$ cat src/rtl/fa_rev_serial.sv
// Digit-serial reversible full adder: forward S=A+B+C0, backward B=S-A-C0, Z toggled by the carry; NDIG-cycle latency.
// Single transaction in flight: in_ready only in IDLE, result held in DONE until out_ready.
module fa_rev_serial #(
  parameter int WIDTH = 16,
  parameter int DIGIT = 4
) (
`ifdef USE_POWER_PINS
  inout  wire               VDD,
  inout  wire               VSS,
`endif
  input  logic              clk,
  input  logic              rst_n,
  input  logic              in_valid,
  output logic              in_ready,
  input  logic              in_dir,
  input  logic [WIDTH-1:0]  in_p,
  input  logic [WIDTH-1:0]  in_q,
  input  logic              in_c,
  input  logic              in_z,
  output logic              out_valid,
  input  logic              out_ready,
  output logic              out_dir,
  output logic [WIDTH-1:0]  out_p,
  output logic [WIDTH-1:0]  out_q,
  output logic              out_c,
  output logic              out_z
);

  localparam int NDIG = WIDTH / DIGIT;
  localparam int CW   = (NDIG > 1) ? $clog2(NDIG) : 1;

  generate
    if (WIDTH % DIGIT != 0) begin : g_bad_digit
      $error("fa_rev_serial: WIDTH must be a multiple of DIGIT");
    end
  endgenerate

  typedef enum logic [1:0] {IDLE, RUN, DONE} state_t;

  state_t           r_state, w_next;
  logic             r_dir, r_c, r_z, r_cy;
  logic [WIDTH-1:0] r_p, r_q;
  logic [CW-1:0]    r_cnt;
  logic             r_out_dir, r_out_c, r_out_z;
  logic [WIDTH-1:0] r_out_p, r_out_q;

  logic [DIGIT-1:0] w_pd, w_qd;
  logic [DIGIT:0]   w_sum;
  logic [WIDTH-1:0] w_q_next;
  logic             w_last;
  int               w_base;

  // Digit result is written back in place; out_q only sees the completed word.
  always_comb begin
    w_base   = int'(r_cnt) * DIGIT;
    w_pd     = r_p[w_base +: DIGIT];
    w_qd     = r_q[w_base +: DIGIT];
    if (r_dir)
      w_sum = {1'b0, w_qd} - {1'b0, w_pd} - {{DIGIT{1'b0}}, r_cy};
    else
      w_sum = {1'b0, w_pd} + {1'b0, w_qd} + {{DIGIT{1'b0}}, r_cy};
    w_q_next = r_q;
    w_q_next[w_base +: DIGIT] = w_sum[DIGIT-1:0];
    w_last   = (r_cnt == CW'(NDIG - 1));
  end

  always_comb begin
    w_next = r_state;
    case (r_state)
      IDLE:    if (in_valid)  w_next = RUN;
      RUN:     if (w_last)    w_next = DONE;
      DONE:    if (out_ready) w_next = IDLE;
      default: w_next = IDLE;
    endcase
  end

  always_ff @(posedge clk or negedge rst_n) begin
    if (!rst_n) begin
      r_state   <= IDLE;
      r_dir     <= 1'b0;
      r_c       <= 1'b0;
      r_z       <= 1'b0;
      r_cy      <= 1'b0;
      r_p       <= '0;
      r_q       <= '0;
      r_cnt     <= '0;
      r_out_dir <= 1'b0;
      r_out_c   <= 1'b0;
      r_out_z   <= 1'b0;
      r_out_p   <= '0;
      r_out_q   <= '0;
    end else begin
      r_state <= w_next;
      case (r_state)
        IDLE: begin
          if (in_valid) begin
            r_dir <= in_dir;
            r_p   <= in_p;
            r_q   <= in_q;
            r_c   <= in_c;
            r_z   <= in_z;
            r_cy  <= in_c;
            r_cnt <= '0;
          end
        end
        RUN: begin
          r_q   <= w_q_next;
          r_cy  <= w_sum[DIGIT];
          r_cnt <= r_cnt + CW'(1);
          if (w_last) begin
            r_out_q   <= w_q_next;
            r_out_p   <= r_p;
            r_out_c   <= r_c;
            r_out_dir <= r_dir;
            // Borrow-out of S-A-C0 equals carry-out of A+B+C0, so Z restores on the way back.
            r_out_z   <= r_z ^ w_sum[DIGIT];
          end
        end
        default: ;
      endcase
    end
  end

  assign in_ready  = (r_state == IDLE);
  assign out_valid = (r_state == DONE);
  assign out_dir   = r_out_dir;
  assign out_p     = r_out_p;
  assign out_q     = r_out_q;
  assign out_c     = r_out_c;
  assign out_z     = r_out_z;

endmodule

$ cat config.mk
export PLATFORM = sky130hd
export DESIGN_NAME = fa_rev_serial
export DESIGN_NICKNAME = d
export VERILOG_FILES = /design/src/rtl/fa_rev_serial.sv
export SDC_FILE = /design/constraint.sdc
export NUM_CORES = 1
export LEC_CHECK = 0
export CAP_MARGIN = 20
export CELL_PAD_IN_SITES_DETAIL_PLACEMENT = 0
export CELL_PAD_IN_SITES_GLOBAL_PLACEMENT = 2
export CORE_UTILIZATION = 45
export CTS_BUF_LIST = sky130_fd_sc_hd__clkbuf_4 sky130_fd_sc_hd__clkbuf_8
export CTS_CLUSTER_SIZE = 10
export DETAILED_ROUTE_END_ITERATION = 6
export DONT_BUFFER_PORTS = 1
export PLACE_DENSITY = 0.95
export SLEW_MARGIN = 20
export SYNTH_ARGS = -nofsm -noshare
export SYNTH_HDL_FRONTEND = slang
export SYNTH_SLANG_ARGS = --single-unit
$ cat constraint.sdc
create_clock -name clk -period 8.7 [get_ports clk]
set_clock_uncertainty 0.15 [all_clocks]
set_input_delay 1.305 -clock clk [delete_from_list [all_inputs] [get_ports clk]]
set_output_delay 1.305 -clock clk [all_outputs]
set_load 0.01 [all_outputs]
==> results of run 1 <==
critical path: stages (launching register included):
cell and delay (ps):
sky130_fd_sc_hd__dfrtp_1 800, sky130_fd_sc_hd__mux4_1 710, sky130_fd_sc_hd__fa_1 430, sky130_fd_sc_hd__ha_1 340
sky130_fd_sc_hd__nand2_1 100, sky130_fd_sc_hd__nor3_1 330, sky130_fd_sc_hd__nand4bb_4 260, sky130_fd_sc_hd__o21ai_2 90
sky130_fd_sc_hd__o21ai_0 210
final timing paths:
| check | cells past startpoint | startpoint | to | slack, ps |
|---|---|---|---|---|
| setup / recovery | 8 | r_cnt[0] | r_q[11] | 5180 |
| hold / removal | 2 | r_c | out_c | 330 |
| setup reg to reg | 8 | r_cnt[0] | r_q[11] | 5180 |
| hold reg to reg | 2 | r_c | out_c | 330 |
| max in group asynchronous | 0 | rst_n | out_q[8] | 7780 |
| min in group asynchronous | 0 | rst_n | out_q[13] | 490 |
state kept, by name, summed over array words and instances (netlist names):
name	cells
r_p	16
r_q	16
out_c	1
r_c	1
r_state	2
out_dir	1
r_z	1
out_z	1
r_cnt	2
out_p	16
r_dir	1
r_cy	1
out_q	16
where the power goes:
part	internal [mW]	total (mW)	switching (mW)
clock network	0.145	0.280	0.136
registers	0.512	0.703	0.191
logic	0.422	1.01	0.583
total	1.08	1.99	0.909
final cells by class:
type                       instances  area [um2]
clock buffer                      11         145
clock inverter                     5        61.3
fill                             747        4100
inverter                          18        67.6
multi-input combinational        249        1780
sequential                        75        1880
tap                              105         131
timing repair buffer               2        15.0
per-layer routing:
metal | wire length (um) | up-vias
met1 | 3970 | 1345
met4 | 131 | 0
met5 | 0 | -
met3 | 542 | 15
met2 | 4460 | 83
li1 | - | 1250
per-stage QoR:
step / cell area (um2) / utilization [%] / setup slack, ps / std cells
floorplan: 3800 / - / 5610 / 358
global placement: 3870 / 47.3 / 5380 / 449
detailed placement: 3870 / 47.3 / 5250 / 449
CTS: 4070 / 49.8 / 5220 / 465
global route: 4070 / 49.8 / 5060 / 465
finish: 4070 / 49.8 / 5180 / 465
placed cells by master, fill, tap and decap left out, drive strengths merged, types with 2 or more instances in the layout:
cell type | Yosys | routed
dfrtp | 75 | 75
nand2 | 74 | 74
o21ai | 34 | 34
nor2 | 21 | 21
a22oi | 20 | 20
mux2 | 19 | 19
inv | 18 | 19
ha | 13 | 13
clkbuf | 6 | 11
a21oi | 9 | 9
mux4 | 7 | 7
nand2b | 4 | 4
a221oi | 4 | 4
a221o | 4 | 4
fa | 4 | 4
mux2i | 3 | 3
nor2b | 3 | 3
o21bai | 3 | 3
and3 | 3 | 3
nand3 | 3 | 3
clkinvlp | 0 | 3
nor3 | 2 | 2
and2 | 2 | 2
o2111ai | 2 | 2
xnor2 | 2 | 2
buf | 10 | 2
nand4bb | 2 | 2
synthesized netlist by cell type, types with 2 or more instances:
cell type	number
sky130_fd_sc_hd__a21oi_1	9
sky130_fd_sc_hd__a221o_1	4
sky130_fd_sc_hd__a221oi_1	4
sky130_fd_sc_hd__a22oi_1	20
sky130_fd_sc_hd__and2_1	2
sky130_fd_sc_hd__and3_1	3
sky130_fd_sc_hd__buf_2	7
sky130_fd_sc_hd__buf_4	2
sky130_fd_sc_hd__clkbuf_1	6
sky130_fd_sc_hd__dfrtp_1	75
sky130_fd_sc_hd__fa_1	4
sky130_fd_sc_hd__ha_1	13
sky130_fd_sc_hd__inv_1	18
sky130_fd_sc_hd__mux2_2	19
sky130_fd_sc_hd__mux2i_1	3
sky130_fd_sc_hd__mux4_1	7
sky130_fd_sc_hd__nand2_1	74
sky130_fd_sc_hd__nand2b_1	4
sky130_fd_sc_hd__nand3_1	3
sky130_fd_sc_hd__nor2_1	21
sky130_fd_sc_hd__nor2b_1	3
sky130_fd_sc_hd__nor3_1	2
sky130_fd_sc_hd__o2111ai_1	2
sky130_fd_sc_hd__o21ai_0	32
sky130_fd_sc_hd__o21bai_1	3
sky130_fd_sc_hd__xnor2_1	2
logic make-up after synthesis:
family | count (synthesis) | share of synthesized area [%]
multiplexers | 29 | 11.3
buffers and inverters | 34 | 3.99
AO/OA/AOI/OAI | 84 | 14.4
XOR/XNOR | 2 | 0.461
AND/OR/NAND/NOR | 117 | 14.1
flip-flops | 75 | 49.4
adder cells (fa/ha/maj) | 17 | 6.39
==> results.txt, run 1 <==
----------------------------------------------------
[Route]
  Number of optimization iterations in the first detailed-route pass ... 4
  Count of vias placed by the detailed router ... 2,693
  Number of DRC markers in iteration 0 ... 212
  Total detailed-routing wirelength ... ~9100 um
  Routed length per placed instance ... slightly below 20 um
  Number of nets with antenna violations after detailed routing ... 0
  Number of vias per cell ... slightly below 6
  Drc violations ... 0

[Yosys]
  Part of the Yosys area used for sequential elements ... between 40% and 50%
  Cell type contributing the most total cell area after synthesis ... sky130_fd_sc_hd__dfrtp_1
  Cell area after technology mapping ... 0.00380 mm2
  Post-synth ARST share ... 100%
  Flop and latch count out of synthesis ... 75
  Net Count, Synth ... 414
  Mean area per synthesized cell ... approximately 11 um2
  Number of synthesized flops with an enable pin ... 0
  Number of distinct library cells after synthesis ... 42
  Gate count of the mapped netlist ... 358
  Share of Yosys cell area claimed by the top area cell type ... around half
  Top flip-flop cell by instance count after synthesis ... sky130_fd_sc_hd__dfrtp_1
  Leading cell types by total area after synthesis ... sky130_fd_sc_hd__dfrtp_1 (49%), sky130_fd_sc_hd__nand2_1 (7.3%), sky130_fd_sc_hd__mux2_2 (5.6%)
  Count of yosys warnings during synthesis ... 0

[Setup path]
  Critical path required time ... 8810 ps
  Critical path peak fanout ... 18
  Startpoint kind of the worst setup timing path ... flip-flop
  Endpoint class of the critical path ... flip-flop
  Worst Path Arrival ... 3620 ps
  Category of the critical setup timing path ... reg -> reg

[Global routing]
  Total track usage ... between 20% and 30%
  Grt peak-use layer ... met2
  Initial antenna violation count ... 0
  Met3 layer usage reported by global route ... around 5.9%
  Met2 routing resource usage after global routing ... around 37%
  Vias in the first global route ... about 2,900
  Wire length of the first global-routing pass ... 14,900 um
  Met1 demand-to-capacity share in global routing ... approximately 29%
  Total congestion overflow after global routing ... 0
  Pin count of the biggest net entering global routing ... 76

[Layout]
  Layout area overhead ... 7.25%
  Net total in the final layout ... approximately 410
  Diodes inserted ... 0
  Layout cell share with drive strength beyond 1 ... 11.7%

[Hold path]
  Min-delay worst type ... reg -> reg

[Place]
  Quantity of I/O buffers inserted on ports ... 0
  Weighted congestion at the end of routability-driven global placement ... 0.872
  Post-DP HPWL ... 6490 um

[Timing]
  Count of final setup violators ... 0
  Fin Setup TNS ... 0 ps
  Final number of max-transition violations ... 0
  Final hold slack ... around 330 ps
  Maximum clock frequency ... approximately 280 MHz
  Final critical delay including setup and external delays ... approximately 3500 ps
  Setup repair after global routing missed its margin ... no
  Hold Vio Cnt, Final ... 0
  Tightest Pin Transition ... ~1000 ps
  Headroom to the max-slew limit ... between 30% and 40%
  Fraction of the cycle the final worst path needs ... between 40% and 50%

[Clock network]
  Clock edge transition at the registers on the reported setup and hold paths ... 90 ps
  Number of buffers inserted to repair setup after CTS ... 0
  Number of buffers between clock root and the deepest sink ... 2
  # resized after CTS ... 0
  Clock tree from TritonCTS ... yes
  CTS Hold Buffers Added ... 0
  TritonCTS sink count ... 75
  Count of H-tree levels built during CTS ... 3
  Num CTS Buffers ... 9
  Later-pin clock latency in the skew report ... around 350 ps
  CTS Root Cell ... sky130_fd_sc_hd__clkbuf_8

[Power and ir drop]
  Leakage power total ... ~1.8 nW
  Maximum resistive drop on vdd ... approximately 0.00018 V
  Total chip power ... 1.99 mW
  Power density relative to cell area ... 488 mW/mm2

[Floorplan]
  Die Area ... between 0.008 and 0.009 mm2
  Die Y-Extent ... between 90 and 100 um
  Initial core utilization ... between 40% and 50%
  Die X-Extent ... 93.9 um
  IO Pins ... 76
  Area of the core ... around 0.0082 mm2
  FP Rows ... 33

[Run]
  MaxCap Viol Count ... 0

[Outcome]
  Run status ... finished clean

----------------------------------------------------
(Power assumes the default switching activity.)
==> run 2, diff against run 1 <==
--- a/config.mk
+++ b/config.mk
@@ -8,12 +8,12 @@
 export CAP_MARGIN = 20
 export CELL_PAD_IN_SITES_DETAIL_PLACEMENT = 0
 export CELL_PAD_IN_SITES_GLOBAL_PLACEMENT = 2
-export CORE_UTILIZATION = 45
+export CORE_UTILIZATION = 42
 export CTS_BUF_LIST = sky130_fd_sc_hd__clkbuf_4 sky130_fd_sc_hd__clkbuf_8
 export CTS_CLUSTER_SIZE = 10
 export DETAILED_ROUTE_END_ITERATION = 6
 export DONT_BUFFER_PORTS = 1
-export PLACE_DENSITY = 0.95
+export PLACE_DENSITY = 0.91
 export SLEW_MARGIN = 20
 export SYNTH_ARGS = -nofsm -noshare
 export SYNTH_HDL_FRONTEND = slang
==> constraint.sdc (replaced) <==
create_clock -name clk -period 3.4 [get_ports clk]
set_clock_uncertainty 0.15 [all_clocks]
set_input_delay 0.51 -clock clk [delete_from_list [all_inputs] [get_ports clk]]
set_output_delay 0.51 -clock clk [all_outputs]
set_load 0.01 [all_outputs]
==> run 2 against run 1 <==
Compared with the run above:
- non-clock buffer count grew 7
- routed wire length grew 2.2%
- core utilization shrank 1.5 points
- cell count grew 2.2%
- global-route usage shrank 1.6 points
- first-iteration DRC count shrank 18%
- critical endpoint is now out_q[7]
==> results.txt, run 2 (same netlist as run 1, synthesis figures left out) <==
----------------------------------------------------
[Hold path]
  Min-delay worst type ... in -> reg
  Source of the worst hold timing path ... out_ready

[Clock network]
  # resized after CTS ... 0
  Count of H-tree levels built during CTS ... 3
  CTS Hold Buffers Added ... 2
  Later-pin clock latency in the skew report ... ~360 ps
  Num CTS Buffers ... 9
  Number of buffers between clock root and the deepest sink ... 2
  TritonCTS sink count ... 75
  Number of buffers inserted to repair setup after CTS ... 0
  Clock tree from TritonCTS ... yes
  CTS Root Cell ... sky130_fd_sc_hd__clkbuf_8
  Clock edge transition at the registers on the reported setup and hold paths ... approximately 80 ps

[Setup path]
  Critical path peak fanout ... 8
  Startpoint kind of the worst setup timing path ... flip-flop
  Category of the critical setup timing path ... reg -> reg
  Worst Path Arrival ... approximately 3300 ps
  Category of cells accounting for the largest share of critical-path delay ... adder cells
  Endpoint class of the critical path ... flip-flop
  Startpoint of the most critical register-to-register path ... r_cnt[0]
  Critical Path Source ... r_cnt[0]
  Critical path required time ... roughly 3500 ps
  Crit path cell chain ... mux4_1 > fa_1 > ha_1 > nand2_1 > o2111ai_1 > nand4bb_4 > o21ai_0 > a21oi_1
  Number of buffer and inverter stages on the critical path ... 0
  Slowest library cell on the worst path ... sky130_fd_sc_hd__mux4_1
  Worst stage delay on the critical path ... 670 ps

[Power and ir drop]
  Switching power total ... around 2.4 mW
  Part of the power in combinational logic ... between 40% and 50%
  Total chip power ... 5.35 mW
  Power density relative to cell area ... around 1300 mW/mm2
  Part of the total power dissipated in the clock network ... approximately 17%
  Internal power consumption ... about 3.0 mW
  Share of power burned in registers ... 33.1%
  Leakage power total ... 1.92 nW
  Maximum resistive drop on vdd ... between 0.0004 and 0.0005 V
  Net switching fraction of the power ... between 40% and 50%

[Timing]
  Hold Vio Cnt, Final ... 0
  Final critical delay including setup and external delays ... between 3000 and 4000 ps
  Final number of max-transition violations ... 0
  Setup repair after global routing missed its margin ... no
  Count of final setup violators ... 0
  Fraction of the cycle the final worst path needs ... a little over nine tenths
  Headroom to the max-slew limit ... roughly 59%
  Tightest Pin Transition ... 616 ps
  Fin Setup TNS ... 0 ps
  Min setup slack post-route ... slightly above 200 ps
  Maximum clock frequency ... between 300 and 400 MHz

[Floorplan]
  FP Rows ... 34
  Die Area ... 0.00943 mm2
  Area of the core ... 0.00872 mm2
  Die Y-Extent ... around 100 um
  IO Pins ... 76
  Die X-Extent ... just under 100 um
  Initial core utilization ... 43.6%

[Layout]
  Diodes inserted ... 0
  Commonest non-fill, non-tap cells in the layout ... sky130_fd_sc_hd__dfrtp_1 (75), sky130_fd_sc_hd__nand2_1 (74), sky130_fd_sc_hd__o21ai_0 (32), sky130_fd_sc_hd__nor2_1 (21), sky130_fd_sc_hd__a22oi_1 (20)
  Core Util, Final ... around 48%
  Layout cell share with drive strength beyond 1 ... about an eighth
  Net total in the final layout ... 418
  Finished layout cell area ... 0.00422 mm2
  Layout area overhead ... 11.0%
  Most common library cell in the layout ignoring fill and taps ... sky130_fd_sc_hd__dfrtp_1

[Place]
  Quantity of I/O buffers inserted on ports ... 0
  Setup WS pre-CTS ... about 230 ps
  Post-DP HPWL ... about 6700 um
  Area of placed instances ... 0.00391 mm2
  Weighted congestion at the end of routability-driven global placement ... between 0.8 and 0.9

[Global routing]
  Initial antenna violation count ... 0
  Total congestion overflow after global routing ... 0
  Pin count of the biggest net entering global routing ... 76
  Grt peak-use layer ... met2
  Met2 routing resource usage after global routing ... about a third
  Wire length of the first global-routing pass ... around 15,000 um
  Vias in the first global route ... roughly 2,800
  Met3 layer usage reported by global route ... between 4 and 5%
  Met1 demand-to-capacity share in global routing ... between 20% and 30%
  Total track usage ... 21.0%

[Route]
  Count of vias placed by the detailed router ... roughly 2,700
  Drc violations ... 0
  Number of vias per cell ... 5.79
  Number of nets with antenna violations after detailed routing ... 0
  Total detailed-routing wirelength ... between 9000 and 10,000 um
  Routed length per placed instance ... 19.6 um
  Number of optimization iterations in the first detailed-route pass ... 4
  Number of DRC markers in iteration 0 ... 174

[Outcome]
  Run status ... finished clean

[Run]
  MaxCap Viol Count ... 0

----------------------------------------------------
[run 2: routing by layer]
| layer | share of wire (%) | vias to the layer above |
|---|---|---|
| li1 | - | 1275 |
| met1 | 43 | 1395 |
| met2 | 50 | 70 |
| met3 | 5.4 | 9 |
| met4 | 1.3 | 0 |
| met5 | 0 | - |
[run 2: power groups by stage]
stage	Clock (mW)	Sequential [mW]	Combinational, mW
after floorplan	0	1.63	2.09
after global placement	0	1.79	2.56
after detailed placement	0	1.80	2.62
after CTS	0.930	1.78	2.66
after global routing	0.968	1.83	2.97
final	0.915	1.77	2.66
[run 2: worst paths after layout]
| kind | cells past startpoint | endpoint | slack, ps |
|---|---|---|---|
| min | 1 | r_state[1] | 90 |
| max in group asynchronous | 2 | r_q[7] | 2200 |
| min reg2reg | 2 | out_c | 320 |
| max reg2reg | 8 | out_q[7] | 200 |
| min in group asynchronous | 2 | r_q[1] | 570 |
| max | 8 | out_q[7] | 200 |
[run 2: stage by stage]
stage          cells  hold slack, ps
2_1_floorplan    358            64.4
3_3_place_gp     457            66.4
3_5_place_dp     457            65.6
4_1_cts          475            83.3
5_1_grt          475            84.8
6_report         475            93.7
[run 2: layout make-up]
class                           count  area, um2
Timing Repair Buffer                9       90.1
Sequential cell                    75       1880
Tap cell                          108        135
Clock buffer                       10        131
Fill cell                         805       4510
Multi-Input combinational cell    249       1780
Inverter                           18       67.6
Clock inverter                      6        138
